<file path="config.mk">
export PLATFORM = sky130hd
export DESIGN_NAME = decode_stage
export DESIGN_NICKNAME = d
export VERILOG_FILES = /design/src/rtl/decode_stage.sv
export SDC_FILE = /design/constraint.sdc
export NUM_CORES = 1
export LEC_CHECK = 0
export ABC_AREA = 1
export CAP_MARGIN = 20
export CORE_MARGIN = 3
export CORE_UTILIZATION = 51
export DETAILED_ROUTE_END_ITERATION = 8
export HOLD_SLACK_MARGIN = 0.06
export PLACE_DENSITY_LB_ADDON = 0.3
export SYNTH_ARGS = -nofsm -noshare
export SYNTH_HDL_FRONTEND = slang
export SYNTH_SLANG_ARGS = --single-unit
</file>
<file path="constraint.sdc">
create_clock -name clk_i -period 6.6 [get_ports clk_i]
set_clock_uncertainty 0.05 [all_clocks]
set_input_delay 1.32 -clock clk_i [delete_from_list [all_inputs] [get_ports clk_i]]
set_output_delay 1.32 -clock clk_i [all_outputs]
set_load 0.02 [all_outputs]
</file>
<file path="src/rtl/decode_stage.sv">
// decode_stage: registered RV32 opcode decoder with a 2-entry skid buffer
// between fetch and execute, plus a saturating illegal-opcode counter.
module decode_stage #(
   parameter int unsigned XLEN   = 32,
   parameter bit          EXT_EN = 1'b1,
   parameter int unsigned CNT_W  = 8
) (
   input  logic             clk_i,
   input  logic             rst_i,
   input  logic             flush_i,
   input  logic             in_valid_i,
   output logic             in_ready_o,
   input  logic [XLEN-1:0]  instr_i,
   input  logic [XLEN-1:0]  pc_i,
   output logic             out_valid_o,
   input  logic             out_ready_i,
   output logic [XLEN-1:0]  pc_o,
   output logic [4:0]       rd_o,
   output logic [4:0]       rs1_o,
   output logic [4:0]       rs2_o,
   output logic [2:0]       funct3_o,
   output logic [6:0]       funct7_o,
   output logic             regwrite_o,
   output logic             memread_o,
   output logic             memwrite_o,
   output logic             memtoreg_o,
   output logic             alusrc_o,
   output logic             branch_o,
   output logic             jump_o,
   output logic [2:0]       aluop_o,
   output logic             link_o,
   output logic [1:0]       upper_o,
   output logic             illegal_o,
   output logic [CNT_W-1:0] illegal_cnt_o
);

   localparam logic [6:0] OP_R     = 7'b0110011;
   localparam logic [6:0] OP_I     = 7'b0010011;
   localparam logic [6:0] OP_S     = 7'b0100011;
   localparam logic [6:0] OP_L     = 7'b0000011;
   localparam logic [6:0] OP_JAL   = 7'b1101111;
   localparam logic [6:0] OP_B     = 7'b1100011;
   localparam logic [6:0] OP_JALR  = 7'b1100111;
   localparam logic [6:0] OP_LUI   = 7'b0110111;
   localparam logic [6:0] OP_AUIPC = 7'b0010111;

   localparam logic [CNT_W-1:0] CNT_MAX = '1;

   typedef struct packed {
      logic [XLEN-1:0] pc;
      logic [4:0]      rd;
      logic [4:0]      rs1;
      logic [4:0]      rs2;
      logic [2:0]      funct3;
      logic [6:0]      funct7;
      logic            regwrite;
      logic            memread;
      logic            memwrite;
      logic            memtoreg;
      logic            alusrc;
      logic [2:0]      aluop;
      logic            branch;
      logic            jump;
      logic            link;
      logic [1:0]      upper;
      logic            illegal;
   } entry_t;

   entry_t          dec;
   entry_t          m_q;
   entry_t          s_q;
   logic            m_valid_q;
   logic            s_valid_q;
   logic            in_ready_q;
   logic [CNT_W-1:0] cnt_q;
   logic            in_xfer;
   logic            out_xfer;

   assign in_xfer  = in_valid_i & in_ready_q;
   assign out_xfer = m_valid_q & out_ready_i;

   // Decode the incoming instruction into a bundle; fields always pass through
   always_comb begin
      dec        = '0;
      dec.pc     = pc_i;
      dec.rd     = instr_i[11:7];
      dec.funct3 = instr_i[14:12];
      dec.rs1    = instr_i[19:15];
      dec.rs2    = instr_i[24:20];
      dec.funct7 = instr_i[31:25];
      case (instr_i[6:0])
         OP_R: begin
            dec.regwrite = 1'b1;
            dec.aluop    = 3'b001;
         end
         OP_I: begin
            dec.regwrite = 1'b1;
            dec.alusrc   = 1'b1;
            dec.aluop    = 3'b010;
         end
         OP_S: begin
            dec.memwrite = 1'b1;
            dec.alusrc   = 1'b1;
            dec.aluop    = 3'b011;
         end
         OP_L: begin
            dec.regwrite = 1'b1;
            dec.memread  = 1'b1;
            dec.memtoreg = 1'b1;
            dec.alusrc   = 1'b1;
            dec.aluop    = 3'b100;
         end
         OP_JAL: begin
            dec.aluop    = 3'b101;
            dec.jump     = 1'b1;
            dec.regwrite = EXT_EN;
            dec.link     = EXT_EN;
         end
         OP_B: begin
            dec.aluop  = 3'b110;
            dec.branch = 1'b1;
         end
         OP_JALR: begin
            if (EXT_EN) begin
               dec.regwrite = 1'b1;
               dec.alusrc   = 1'b1;
               dec.aluop    = 3'b010;
               dec.jump     = 1'b1;
               dec.link     = 1'b1;
            end else begin
               dec.illegal = 1'b1;
            end
         end
         OP_LUI: begin
            if (EXT_EN) begin
               dec.regwrite = 1'b1;
               dec.alusrc   = 1'b1;
               dec.aluop    = 3'b111;
               dec.upper    = 2'b01;
            end else begin
               dec.illegal = 1'b1;
            end
         end
         OP_AUIPC: begin
            if (EXT_EN) begin
               dec.regwrite = 1'b1;
               dec.alusrc   = 1'b1;
               dec.aluop    = 3'b111;
               dec.upper    = 2'b10;
            end else begin
               dec.illegal = 1'b1;
            end
         end
         default: dec.illegal = 1'b1;
      endcase
   end

   // Main/skid buffer: M feeds the outputs, S catches the entry that arrives while M is stalled
   always_ff @(posedge clk_i or posedge rst_i) begin
      if (rst_i) begin
         m_q        <= '0;
         s_q        <= '0;
         m_valid_q  <= 1'b0;
         s_valid_q  <= 1'b0;
         in_ready_q <= 1'b1;
      end else if (flush_i) begin
         m_valid_q  <= 1'b0;
         s_valid_q  <= 1'b0;
         in_ready_q <= 1'b1;
      end else if (!m_valid_q || out_xfer) begin
         if (s_valid_q) begin
            m_q        <= s_q;
            m_valid_q  <= 1'b1;
            s_valid_q  <= in_xfer;
            in_ready_q <= ~in_xfer;
            if (in_xfer) begin
               s_q <= dec;
            end
         end else begin
            m_valid_q  <= in_xfer;
            in_ready_q <= 1'b1;
            if (in_xfer) begin
               m_q <= dec;
            end
         end
      end else if (in_xfer) begin
         s_q        <= dec;
         s_valid_q  <= 1'b1;
         in_ready_q <= 1'b0;
      end
   end

   // Saturating count of accepted illegal opcodes; flush does not clear it
   always_ff @(posedge clk_i or posedge rst_i) begin
      if (rst_i) begin
         cnt_q <= '0;
      end else if (!flush_i && in_xfer && dec.illegal && (cnt_q != CNT_MAX)) begin
         cnt_q <= cnt_q + CNT_W'(1);
      end
   end

   assign in_ready_o    = in_ready_q;
   assign out_valid_o   = m_valid_q;
   assign pc_o          = m_q.pc;
   assign rd_o          = m_q.rd;
   assign rs1_o         = m_q.rs1;
   assign rs2_o         = m_q.rs2;
   assign funct3_o      = m_q.funct3;
   assign funct7_o      = m_q.funct7;
   assign regwrite_o    = m_q.regwrite;
   assign memread_o     = m_q.memread;
   assign memwrite_o    = m_q.memwrite;
   assign memtoreg_o    = m_q.memtoreg;
   assign alusrc_o      = m_q.alusrc;
   assign aluop_o       = m_q.aluop;
   assign branch_o      = m_q.branch;
   assign jump_o        = m_q.jump;
   assign link_o        = m_q.link;
   assign upper_o       = m_q.upper;
   assign illegal_o     = m_q.illegal;
   assign illegal_cnt_o = cnt_q;

endmodule

</file>
==> impl_results.rst, run 1 <==
.. list-table::
   :header-rows: 1

   * - Metric
     - Value
   * - Final Hold Viols
     - 0
   * - Highest clock rate
     - 0.2519 GHz
   * - Sequential area share after synthesis
     - 0.5599
   * - Die Height
     - 120.3 microns
   * - Die Width
     - 120.3 microns
   * - Outcome
     - complete, no violations
   * - Crit path time final
     - 3.971 ns
   * - Count of fill cells added during filler insertion
     - 1006
   * - Post-synth EDFFs
     - 0
   * - Via count of the first global-routing pass
     - 5217
   * - Wirelength per Cell
     - 13.54 microns
   * - Number of standard cells after synthesis
     - 797
   * - RD Place Congestion
     - 0.9023
   * - Post-CTS Setup Repair Bufs
     - 0
   * - Total power draw
     - 2.819 mW
   * - Core ar.
     - 12670 sq um
   * - Root buf cell
     - sky130_fd_sc_hd__clkbuf_16
   * - CP Launch Type
     - input pin
   * - Worst setup slack for register-to-register paths
     - 3.24 ns
   * - Kind of critical path
     - in -> reg
   * - Most common cell after layout, fill and taps aside
     - sky130_fd_sc_hd__nand2_1
   * - Area of the mapped netlist
     - 6661 sq um
   * - Commonest non-fill, non-tap cells in the layout
     - sky130_fd_sc_hd__nand2_1, sky130_fd_sc_hd__clkdlybuf4s50_1, sky130_fd_sc_hd__dfrtp_1, sky130_fd_sc_hd__o21ai_0, sky130_fd_sc_hd__inv_1
   * - Initial Util
     - 0.5257
   * - H-tree depth
     - 4
   * - Remaining global-route overflow
     - 0
   * - Final setup vio count
     - 0
   * - Worst Max-Slew Pin Slew
     - 1.093 ns
   * - Initial antenna violation count
     - 0
   * - Share of flip-flops with an asynchronous set or reset
     - 1.000
   * - Distinct cell type count after synthesis
     - 33
   * - Number of clock buffers inserted by TritonCTS
     - 17
   * - Worst min-delay path startpoint
     - s_q[1]
   * - Number of nets with antenna violations after detailed routing
     - 0
   * - DP Worst Slack
     - 2.235 ns
   * - Share of the clock period used by the worst path after layout
     - 0.6016
   * - Met2 usage
     - 0.3323
   * - Proportion of layout cells with a drive suffix above 1
     - 0.05782
   * - Final setup TNS
     - 0 ns
   * - TritonCTS sink count
     - 149
   * - Worst rel slew slack
     - 0.2712
   * - Number of detailed-route iterations in the first pass
     - 5
   * - Resized cells post-CTS
     - 0
   * - Path type of the worst min-delay path
     - reg -> reg
   * - GR Util met1
     - 0.3093
   * - Number of hold-repair buffers added at the cts stage
     - 0
   * - First DRT Iteration DRCs
     - 543
   * - CP required
     - 6.82 ns
   * - Core utilization of the finished layout
     - 0.6892
   * - Fin nets
     - 993
   * - Min Hold Slack
     - 0.4249 ns
   * - Via count
     - 5570
   * - Number of flip-flops and latches in the synthesized netlist
     - 149
   * - Terminus of the critical flop-to-flop path
     - s_q[44]
   * - Final max-slew violation count
     - 0
   * - Power per unit of standard cell area
     - 322.8 nW/um^2
   * - Reg clk slew, reported paths
     - 0.06 ns
   * - Area of the multi-input gates
     - 2401 sq um
   * - FF-to-FF path depth
     - 6
   * - Leakage power summed over all cells
     - 4.267 nW
   * - Clock Latency Late Sink
     - 0.41 ns
   * - Global router's overall resource usage
     - 0.2172
   * - Number of ports placed on the die boundary
     - 150
   * - FF-to-FF Start
     - s_valid_q
   * - RSZ-0062 raised after global routing
     - false
   * - Maximum number of pins on one net before global-route repair
     - 121
   * - Peak ir drop on the vdd network
     - 0.2352 mV
   * - Total of warnings raised by yosys
     - 0
   * - Met3 track demand over resource
     - 0.05285
   * - Synthesized area per cell
     - 8.358 sq um
   * - Final antenna diode count
     - 0
   * - Count of unresolved DRC violations after routing
     - 0
   * - Worst setup endpoint
     - s_q[44]
   * - Via density per instance
     - 5.036
   * - Post-Synthesis Net Count
     - 867
   * - Clock Tree Buf Depth
     - 2
   * - Worst Setup End Kind
     - flip-flop
   * - Wire length reported by the detailed router
     - 14980 microns
   * - Launching element of the worst setup path
     - out_ready_i
   * - Wire length of the first global-routing pass
     - 25490 microns
   * - Count of buffers from port buffering
     - 149
   * - CP arrival
     - 4.19 ns
   * - Flip-flop cell with the highest count after synthesis
     - sky130_fd_sc_hd__dfrtp_1
   * - Detailed placement HPWL
     - 9628 microns
   * - Area used by sequential logic in the layout
     - 3730 sq um
   * - TritonCTS clock tree
     - yes
   * - Number of standard-cell rows in the floorplan
     - 41
   * - Layout-stage area growth over the synthesis result
     - 31.10%
   * - Least setup slack across all paths after layout
     - 2.629 ns
   * - Area of the die
     - 14470 sq um
   * - # Max-Cap Violations
     - 0
   * - Maximum fanout count along the critical path
     - 79
   * - Most used routing layer in global routing
     - met2
-- metrics by stage --
stage	instance area (sq um)	cells
6_report	8733	1106
2_1_floorplan	6661	797
5_1_grt	8733	1106
3_5_place_dp	8183	1076
4_1_cts	8733	1106
3_3_place_gp	8183	1076
-- worst min path at each step --
| stage | endpoint | depth (start not counted) |
|---|---|---|
| floorplan | s_q[9] | 2 |
| global placement | s_q[1] | 2 |
| detailed placement | s_q[1] | 2 |
| CTS | s_q[1] | 2 |
| global route | funct7_o[0] | 2 |
| finish | s_q[1] | 2 |
-- critical path: stages --
cell                              delay, ns
sky130_fd_sc_hd__clkdlybuf4s50_1       0.41
sky130_fd_sc_hd__nor2_2                0.17
sky130_fd_sc_hd__inv_1                 0.12
sky130_fd_sc_hd__a21oi_2               0.65
sky130_fd_sc_hd__clkinv_2              0.68
sky130_fd_sc_hd__buf_4                 0.55
sky130_fd_sc_hd__nand2_1               0.17
sky130_fd_sc_hd__o21ai_1               0.08
-- layout make-up --
cell class              instances  share of cell area
flip-flops and latches        149              0.4271
inverters                      82             0.03610
well taps                     172             0.02464
clock buffers                  25             0.05444
clock inverters                 5            0.008596
repair buffers                153              0.1742
multi-input cells             520              0.2749
-- state kept, by name (all words and copies together), names as in the netlist, 2 cells and up --
| register | count |
|---|---|
| rs1_o | 5 |
| illegal_cnt_o | 8 |
| upper_o | 2 |
| rs2_o | 5 |
| funct7_o | 7 |
| s_q | 69 |
| funct3_o | 3 |
| pc_o | 32 |
| rd_o | 5 |
| aluop_o | 3 |
-- metal layers --
layer	part of all wire	routed length, microns
met1	0.48	7114
met2	0.45	6774
met3	0.059	881
met4	0.014	205
met5	0	0
-- cell usage after synthesis, drive strengths merged, types with 2 or more instances --
cell    number  area [sq um]
nand3        9         70.06
nor2        30         140.1
a31oi        2         12.51
nor3         5         25.02
xnor2        2         17.52
dfrtp      148          3704
o211ai       2         20.02
inv         82         307.8
buf         35         190.2
o21ai      196         980.9
xor2         2         17.52
a21oi        5         28.78
clkbuf      11         41.29
nand2      251         954.7
nand4       10         62.56
-- cells by family (layout without fill, tap and decap cells) --
family                     count (synthesis)  count (layout)  synth area share
and+or+nand+nor                          306             306            0.1890
AOI/OAI and AO/OA                        209             209            0.1630
DFF                                      149             149            0.5599
buffers and inverters                    128             265           0.08095
xor gates and xnor gates                   4               4          0.005260
adders and majority gates                  1               1          0.001878
-- power breakdown --
group | leakage (nW) | internal, mW | switching, mW | total [mW]
registers | 1.89 | 1.12 | 0.121 | 1.25
logic | 2.11 | 0.306 | 0.347 | 0.653
clock network | 0.271 | 0.570 | 0.350 | 0.920
total | 4.27 | 2.00 | 0.818 | 2.82
Power figures use the tool's default switching activity.
==> run 2, diff against run 1 <==
--- a/config.mk
+++ b/config.mk
@@ -8,7 +8,7 @@
 export ABC_AREA = 1
 export CAP_MARGIN = 20
 export CORE_MARGIN = 3
-export CORE_UTILIZATION = 51
+export CORE_UTILIZATION = 46
 export DETAILED_ROUTE_END_ITERATION = 8
 export HOLD_SLACK_MARGIN = 0.06
 export PLACE_DENSITY_LB_ADDON = 0.3
==> constraint.sdc (replaced) <==
create_clock -name clk_i -period 3.5 [get_ports clk_i]
set_clock_uncertainty 0.05 [all_clocks]
set_input_delay 0.7 -clock clk_i [delete_from_list [all_inputs] [get_ports clk_i]]
set_output_delay 0.7 -clock clk_i [all_outputs]
set_load 0.02 [all_outputs]
==> run 2 against run 1 <==
Wire length is 2.0% higher. First-iteration DRC count is 30% lower. Largest cell class unchanged. Flip-flop and latch count stayed put. Critical path depth is 1 lower. Hold slack better by 0.0069 ns. Worst setup slack worse by 1.6 ns. Critical path type is now reg -> reg. Largest power group unchanged. Die area is 10% higher. Non-clock buffer count is 4 higher. Global-route usage is 2.1 points lower. Sequential share of layout area is 0.61 points lower. Total power is 92% higher. Critical endpoint is now s_q[24].
==> impl_results.rst, run 2 (synthesis results as in run 1) <==
.. list-table::
   :header-rows: 1

   * - Metric
     - Value
   * - Outcome
     - complete, no violations (unchanged)
   * - DP Worst Slack
     - 0.7093 ns (was 2.235 ns)
   * - Cells along the critical path
     - clkinv_2 > buf_4 > a21oi_2 > clkinv_2 > buf_4 > nand2_1 > o21ai_1 (was clkdlybuf4s50_1 > nor2_2 > inv_1 > a21oi_2 > clkinv_2 > buf_4 > nand2_1 > o21ai_1)
   * - CP required
     - 3.72 ns (was 6.82 ns)
   * - Number of detailed-route iterations in the first pass
     - 6 (was 5)
   * - TritonCTS clock tree
     - yes (unchanged)
   * - Highest clock rate
     - 0.4008 GHz
   * - Via density per instance
     - 4.976 (was 5.036)
   * - Total power draw
     - 5.422 mW (was 2.819 mW)
   * - # Max-Cap Violations
     - 0 (unchanged)
   * - Via count of the first global-routing pass
     - 5146 (was 5217)
   * - Area of the die
     - 15960 sq um (was 14470 sq um)
   * - Detailed placement HPWL
     - 9850 microns (was 9628 microns)
   * - Least setup slack across all paths after layout
     - 1.005 ns (was 2.629 ns)
   * - Final setup TNS
     - 0 ns (unchanged)
   * - Global router's overall resource usage
     - 0.1958 (was 0.2172)
   * - Clock Tree Buf Depth
     - 2 (unchanged)
   * - Critical-path top delay cell
     - sky130_fd_sc_hd__dfrtp_1 (was sky130_fd_sc_hd__clkinv_2)
   * - Largest stage delay on the critical path
     - 0.91 ns (was 0.68 ns)
   * - Die Height
     - 126.3 microns (was 120.3 microns)
   * - CP Launch Type
     - flip-flop (was input pin)
   * - Root buf cell
     - sky130_fd_sc_hd__clkbuf_16 (unchanged)
   * - Final max-slew violation count
     - 0 (unchanged)
   * - Reg clk slew, reported paths
     - 0.06 ns (about the same)
   * - TritonCTS sink count
     - 149 (unchanged)
   * - Maximum number of pins on one net before global-route repair
     - 150 (was 121)
   * - Die Width
     - 126.3 microns (was 120.3 microns)
   * - Wire length of the first global-routing pass
     - 25450 microns (was 25490 microns)
   * - Number of clock buffers inserted by TritonCTS
     - 17 (unchanged)
   * - Post-CTS Setup Repair Bufs
     - 0 (unchanged)
   * - Top register by number of flip-flops
     - s_q (unchanged)
   * - Share of the clock period used by the worst path after layout
     - 0.7129
   * - Number of standard-cell rows in the floorplan
     - 43 (was 41)
   * - H-tree depth
     - 4 (unchanged)
   * - CP arrival
     - 2.71 ns (was 4.19 ns)
   * - Maximum fanout count along the critical path
     - 58 (was 79)
   * - Core utilization of the finished layout
     - 0.6309 (was 0.6892)
   * - Worst rel slew slack
     - 0.3460 (was 0.2712)
   * - Resized cells post-CTS
     - 0 (unchanged)
   * - Kind of critical path
     - reg -> reg (was in -> reg)
   * - RD Place Congestion
     - 0.8370 (was 0.9023)
   * - Power per unit of standard cell area
     - 612.0 nW/um^2 (was 322.8 nW/um^2)
   * - Peak ir drop on the vdd network
     - 0.3852 mV (was 0.2352 mV)
   * - Final antenna diode count
     - 0 (unchanged)
   * - Fin nets
     - 997 (was 993)
   * - First DRT Iteration DRCs
     - 378 (was 543)
   * - Worst Setup End Kind
     - flip-flop (unchanged)
   * - Worst min-delay path startpoint
     - pc_o[24] (was s_q[1])
   * - Initial Util
     - 0.4744 (was 0.5257)
   * - Worst Max-Slew Pin Slew
     - 0.9763 ns (was 1.093 ns)
   * - Number of ports placed on the die boundary
     - 150 (unchanged)
   * - Number of nets with antenna violations after detailed routing
     - 0 (unchanged)
   * - FF-to-FF Start
     - s_valid_q (unchanged)
   * - Count of buffers from port buffering
     - 149 (unchanged)
   * - Wirelength per Cell
     - 13.63 microns (was 13.54 microns)
   * - Launching element of the worst setup path
     - s_valid_q (was out_ready_i)
   * - Number of hold-repair buffers added at the cts stage
     - 0 (unchanged)
   * - Most common cell after layout, fill and taps aside
     - sky130_fd_sc_hd__nand2_1 (unchanged)
   * - Count of unresolved DRC violations after routing
     - 0 (unchanged)
   * - RSZ-0062 raised after global routing
     - false (unchanged)
   * - Clock Latency Late Sink
     - 0.41 ns (about the same)
   * - Crit path time final
     - 2.495 ns
   * - Commonest non-fill, non-tap cells in the layout
     - sky130_fd_sc_hd__nand2_1, sky130_fd_sc_hd__clkdlybuf4s50_1, sky130_fd_sc_hd__dfrtp_1, sky130_fd_sc_hd__o21ai_0, sky130_fd_sc_hd__inv_1 (unchanged)
   * - Remaining global-route overflow
     - 0 (unchanged)
   * - Path type of the worst min-delay path
     - reg -> reg (unchanged)
   * - Wire length reported by the detailed router
     - 15270 microns (was 14980 microns)
   * - Number of flip-flops in the largest register
     - 69 (unchanged)
   * - Final setup vio count
     - 0 (unchanged)
   * - Area of the multi-input gates
     - 2401 sq um (unchanged)
   * - Area used by sequential logic in the layout
     - 3730 sq um (unchanged)
   * - Final Hold Viols
     - 0 (unchanged)
   * - Core ar.
     - 14040 sq um (was 12670 sq um)
   * - Initial antenna violation count
     - 0 (unchanged)
   * - Leakage power summed over all cells
     - 4.311 nW (was 4.267 nW)
   * - Via count
     - 5573 (was 5570)
   * - Proportion of layout cells with a drive suffix above 1
     - 0.06915 (was 0.05782)
   * - Layout-stage area growth over the synthesis result
     - 33.00% (was 31.10%)
   * - Count of fill cells added during filler insertion
     - 1166 (was 1006)
-- run 2: area by class of cell --
class	count	share of cell area
repair buffers	157	0.1794
clock inverters	13	0.01779
clock buffers	19	0.04999
flip-flops and latches	149	0.4210
multi-input cells	520	0.2710
well taps	180	0.02542
inverters	82	0.03545
-- run 2: worst max-delay path: cells and delay by family, from the launching register on --
kind	cells	cell delay, ns
AND/OR/NAND/NOR	1	0.15
flip-flops	1	0.91
buffers and inverters	4	0.89
AO/OA/AOI/OAI	2	0.29
-- run 2: layer usage --
layer / vias to the layer above / GRT usage / routed length [microns] / share of wire
li1: 2821 / - / - / -
met1: 2583 / 0.2811 / 7385 / 0.48
met2: 160 / 0.2958 / 6892 / 0.45
met3: 9 / 0.05053 / 876 / 0.057
met4: 0 / 0.05741 / 116 / 0.0076
met5: - / 0 / 0 / 0
-- run 2: final timing paths --
check                           cells past startpoint  endpoint  slack (ns)
max in group asynchronous                           3   s_q[36]        1.99
worst max register to register                      7   s_q[24]        1.00
worst min-delay path                                2  pc_o[24]        0.43
worst max-delay path                                7   s_q[24]        1.00
min in group asynchronous                           3   s_q[20]        0.77
worst min register to register                      2  pc_o[24]        0.43
-- run 2: report_power, final --
part,switching (mW),internal [mW],total [mW]
combinational,0.655,0.585,1.24
sequential,0.224,2.12,2.34
clock,0.703,1.14,1.84
total,1.58,3.84,5.42
-- run 2: metrics by stage --
| step | area (sq um) | hold WS [ns] | cells |
|---|---|---|---|
| after floorplan | 6665 | 0.3938 | 797 |
| after global placement | 8259 | 0.4070 | 1088 |
| after detailed placement | 8259 | 0.4112 | 1088 |
| after CTS | 8860 | 0.4288 | 1120 |
| after global routing | 8860 | 0.4476 | 1120 |
| final | 8860 | 0.4318 | 1120 |
==> run 3, diff against run 2 <==
==> constraint.sdc (replaced) <==
create_clock -name clk_i -period 2.1 [get_ports clk_i]
set_clock_uncertainty 0.05 [all_clocks]
set_input_delay 0.42 -clock clk_i [delete_from_list [all_inputs] [get_ports clk_i]]
set_output_delay 0.42 -clock clk_i [all_outputs]
set_load 0.02 [all_outputs]
==> run 3 against run 2 <==
First-iteration DRC count down 6.1%. Die area unchanged. Design area increased by 1.1%. Highest routed layer unchanged. Clock power increased by 47%. Critical path depth decreased by 6. Combinational power is 69% higher. Total power rose by 61%. Sequential power up 67%. Count of clock-buffer cells in the layout grew 6.
==> impl_results.rst, run 3 (synthesis results as in run 1) <==
.. list-table::
   :header-rows: 1

   * - Metric
     - Value
   * - Outcome
     - complete, no violations (unchanged)
   * - Commonest non-fill, non-tap cells in the layout
     - sky130_fd_sc_hd__nand2_1, sky130_fd_sc_hd__clkdlybuf4s50_1, sky130_fd_sc_hd__dfrtp_1, sky130_fd_sc_hd__o21ai_0, sky130_fd_sc_hd__inv_1 (unchanged)
   * - Top register by number of flip-flops
     - s_q (unchanged)
   * - Core utilization of the finished layout
     - 0.6379 (was 0.6309)
   * - RD Place Congestion
     - 0.8694 (was 0.8370)
   * - Initial Util
     - 0.4744 (unchanged)
   * - Number of clock buffers inserted by TritonCTS
     - 17 (unchanged)
   * - Number of ports placed on the die boundary
     - 150 (unchanged)
   * - Number of detailed-route iterations in the first pass
     - 5 (was 6)
   * - Most common cell after layout, fill and taps aside
     - sky130_fd_sc_hd__nand2_1 (unchanged)
   * - RSZ-0062 raised after global routing
     - false (unchanged)
   * - Post-CTS Setup Repair Bufs
     - 0 (unchanged)
   * - Final Hold Viols
     - 0 (unchanged)
   * - Worst setup slack for register-to-register paths
     - 0.36 ns (was 1.00 ns)
   * - Detailed placement HPWL
     - 10450 microns (was 9850 microns)
   * - Count of unresolved DRC violations after routing
     - 0 (unchanged)
   * - Delay-heaviest family, CP
     - buffers and inverters (was flip-flops)
   * - Core ar.
     - 14040 sq um (unchanged)
   * - Kind of critical path
     - reg -> out (was reg -> reg)
   * - Reg clk slew, reported paths
     - 0.05 ns (was 0.06 ns)
   * - Number of standard-cell rows in the floorplan
     - 43 (unchanged)
   * - CP required
     - 1.63 ns (was 3.72 ns)
   * - Layout-stage area growth over the synthesis result
     - 34.47% (was 33.00%)
   * - Worst Setup End Kind
     - output pin (was flip-flop)
   * - Leakage power summed over all cells
     - 4.395 nW (was 4.311 nW)
   * - Highest clock rate
     - 0.4858 GHz
   * - Fin nets
     - 1014 (was 997)
   * - Number of cells in the finished layout apart from fillers
     - 1135 (was 1120)
   * - Min Hold Slack
     - 0.3872 ns (was 0.4318 ns)
   * - Count of fill cells added during filler insertion
     - 1178 (was 1166)
   * - Final max-slew violation count
     - 0 (unchanged)
   * - Launching element of the worst setup path
     - in_ready_o (was s_valid_q)
   * - Via count
     - 5592 (was 5573)
   * - # Max-Cap Violations
     - 0 (unchanged)
   * - Wirelength per Cell
     - 13.61 microns (was 13.63 microns)
   * - CP arrival
     - 1.59 ns (was 2.71 ns)
   * - First DRT Iteration DRCs
     - 355 (was 378)
   * - Crit path time final
     - 2.059 ns
   * - TritonCTS clock tree
     - yes (unchanged)
   * - Number of hold-repair buffers added at the cts stage
     - 0 (unchanged)
   * - Total power draw
     - 8.710 mW (was 5.422 mW)
   * - H-tree depth
     - 4 (unchanged)
   * - Resized cells post-CTS
     - 0 (unchanged)
   * - Remaining global-route overflow
     - 0 (unchanged)
   * - Root buf cell
     - sky130_fd_sc_hd__clkbuf_16 (unchanged)
   * - Via count of the first global-routing pass
     - 5361 (was 5146)
   * - Maximum number of pins on one net before global-route repair
     - 110 (was 150)
   * - Instance count on the critical path
     - 1 (was 7)
   * - Area of the die
     - 15960 sq um (unchanged)
   * - Die Width
     - 126.3 microns (unchanged)
   * - Clock Latency Late Sink
     - 0.42 ns (was 0.41 ns)
   * - Initial antenna violation count
     - 0 (unchanged)
   * - Number of nets with antenna violations after detailed routing
     - 0 (unchanged)
   * - Number of flip-flops in the largest register
     - 69 (unchanged)
   * - Dpl cells
     - 1105 (was 1088)
   * - Post-route design area
     - 8957 sq um (was 8860 sq um)
   * - Terminus of the critical flop-to-flop path
     - s_q[44] (was s_q[24])
   * - Worst setup endpoint
     - in_ready_o (was s_q[24])
   * - Clock Tree Buf Depth
     - 2 (unchanged)
   * - Count of buffers from port buffering
     - 149 (unchanged)
   * - CP Launch Type
     - flip-flop (unchanged)
   * - Cells along the critical path
     - clkdlybuf4s50_1 (was clkinv_2 > buf_4 > a21oi_2 > clkinv_2 > buf_4 > nand2_1 > o21ai_1)
   * - FF-to-FF path depth
     - 8 (was 7)
   * - Final antenna diode count
     - 0 (unchanged)
   * - FF-to-FF Start
     - in_ready_o (was s_valid_q)
   * - Share of the clock period used by the worst path after layout
     - 0.9803
   * - Critical-path top delay cell
     - sky130_fd_sc_hd__clkdlybuf4s50_1 (was sky130_fd_sc_hd__dfrtp_1)
   * - Power per unit of standard cell area
     - 972.4 nW/um^2 (was 612.0 nW/um^2)
   * - Final setup vio count
     - 0 (unchanged)
   * - DP Area
     - 8437 sq um (was 8259 sq um)
   * - Worst rel slew slack
     - 0.5963 (was 0.3460)
   * - Largest stage delay on the critical path
     - 0.61 ns (was 0.91 ns)
   * - Maximum fanout count along the critical path
     - 3 (was 58)
   * - Peak ir drop on the vdd network
     - 0.6202 mV (was 0.3852 mV)
   * - Worst Max-Slew Pin Slew
     - 0.6056 ns (was 0.9763 ns)
   * - Wire length reported by the detailed router
     - 15450 microns (was 15270 microns)
   * - Path type of the worst min-delay path
     - in -> async (was reg -> reg)
   * - Global router's overall resource usage
     - 0.2020 (was 0.1958)
   * - TritonCTS sink count
     - 149 (unchanged)
   * - Wire length of the first global-routing pass
     - 26280 microns (was 25450 microns)
   * - Proportion of layout cells with a drive suffix above 1
     - 0.08063 (was 0.06915)
   * - Sum of buffers and inverters on the critical path
     - 1 (was 4)
   * - Die Height
     - 126.3 microns (unchanged)
   * - Via density per instance
     - 4.927 (was 4.976)
## run 3: cell types whose count changed in the layout (fill, tap and decap cells not counted), sizes merged
cell,previous run,this run
bufinv,3,0
clkinvlp,5,1
buf,8,25
clkinv,8,7
clkbuf,19,25
## run 3: worst min path at each step
stage / start / endpoint / slack [ns] / cells after the start
floorplan: s_q[9] / s_q[9] / 0.39 / 2
global placement: s_q[9] / s_q[9] / 0.41 / 2
detailed placement: s_q[2] / s_q[2] / 0.42 / 2
CTS: rst_i / s_q[70] / 0.39 / 3
global route: rst_i / memread_o / 0.43 / 3
finish: rst_i / memread_o / 0.39 / 3
## run 3: stage by stage
stage,setup TNS [ns],setup slack (ns)
floorplan,-36.14,-0.2442
global placement,-0.0005980,-0.0005980
detailed placement,-0.1541,-0.02657
CTS,0,0.02600
global route,0,0.01556
finish,0,0.04144
## run 3: per-layer routing
metal,wire length [microns],global-route usage,up-vias,share of wire
li1,-,-,2849,-
met1,7348,0.2869,2556,0.48
met2,6937,0.3054,163,0.45
met3,857,0.04674,24,0.055
met4,306,0.07382,0,0.020
met5,0,0,-,0
## run 3: power breakdown
part,leakage (nW),internal [mW],switching (mW),total (mW)
Combinational,2.25,1.00,1.10,2.10
Clock,0.263,1.61,1.09,2.70
Sequential,1.89,3.53,0.377,3.91
Total,4.39,6.14,2.57,8.71
## run 3: layout make-up
cell class,count,area (sq um),area share
repair buffers,174,1767,0.1972
well taps,180,225.2,0.02514
clock inverters,5,25.02,0.002794
flip-flops and latches,149,3730,0.4164
clock buffers,25,495.5,0.05531
inverters,82,314.1,0.03506
multi-input cells,520,2401,0.2681
## run 3: worst reg2reg max path, stage by stage (launching register included)
cell and delay (ns):
sky130_fd_sc_hd__dfstp_2 0.56, sky130_fd_sc_hd__nand2_2 0.10, sky130_fd_sc_hd__inv_2 0.10, sky130_fd_sc_hd__nand2_1 0.11, sky130_fd_sc_hd__a21oi_2 0.16, sky130_fd_sc_hd__clkinv_2 0.10
sky130_fd_sc_hd__buf_4 0.27, sky130_fd_sc_hd__nand2_1 0.11, sky130_fd_sc_hd__o21ai_1 0.06
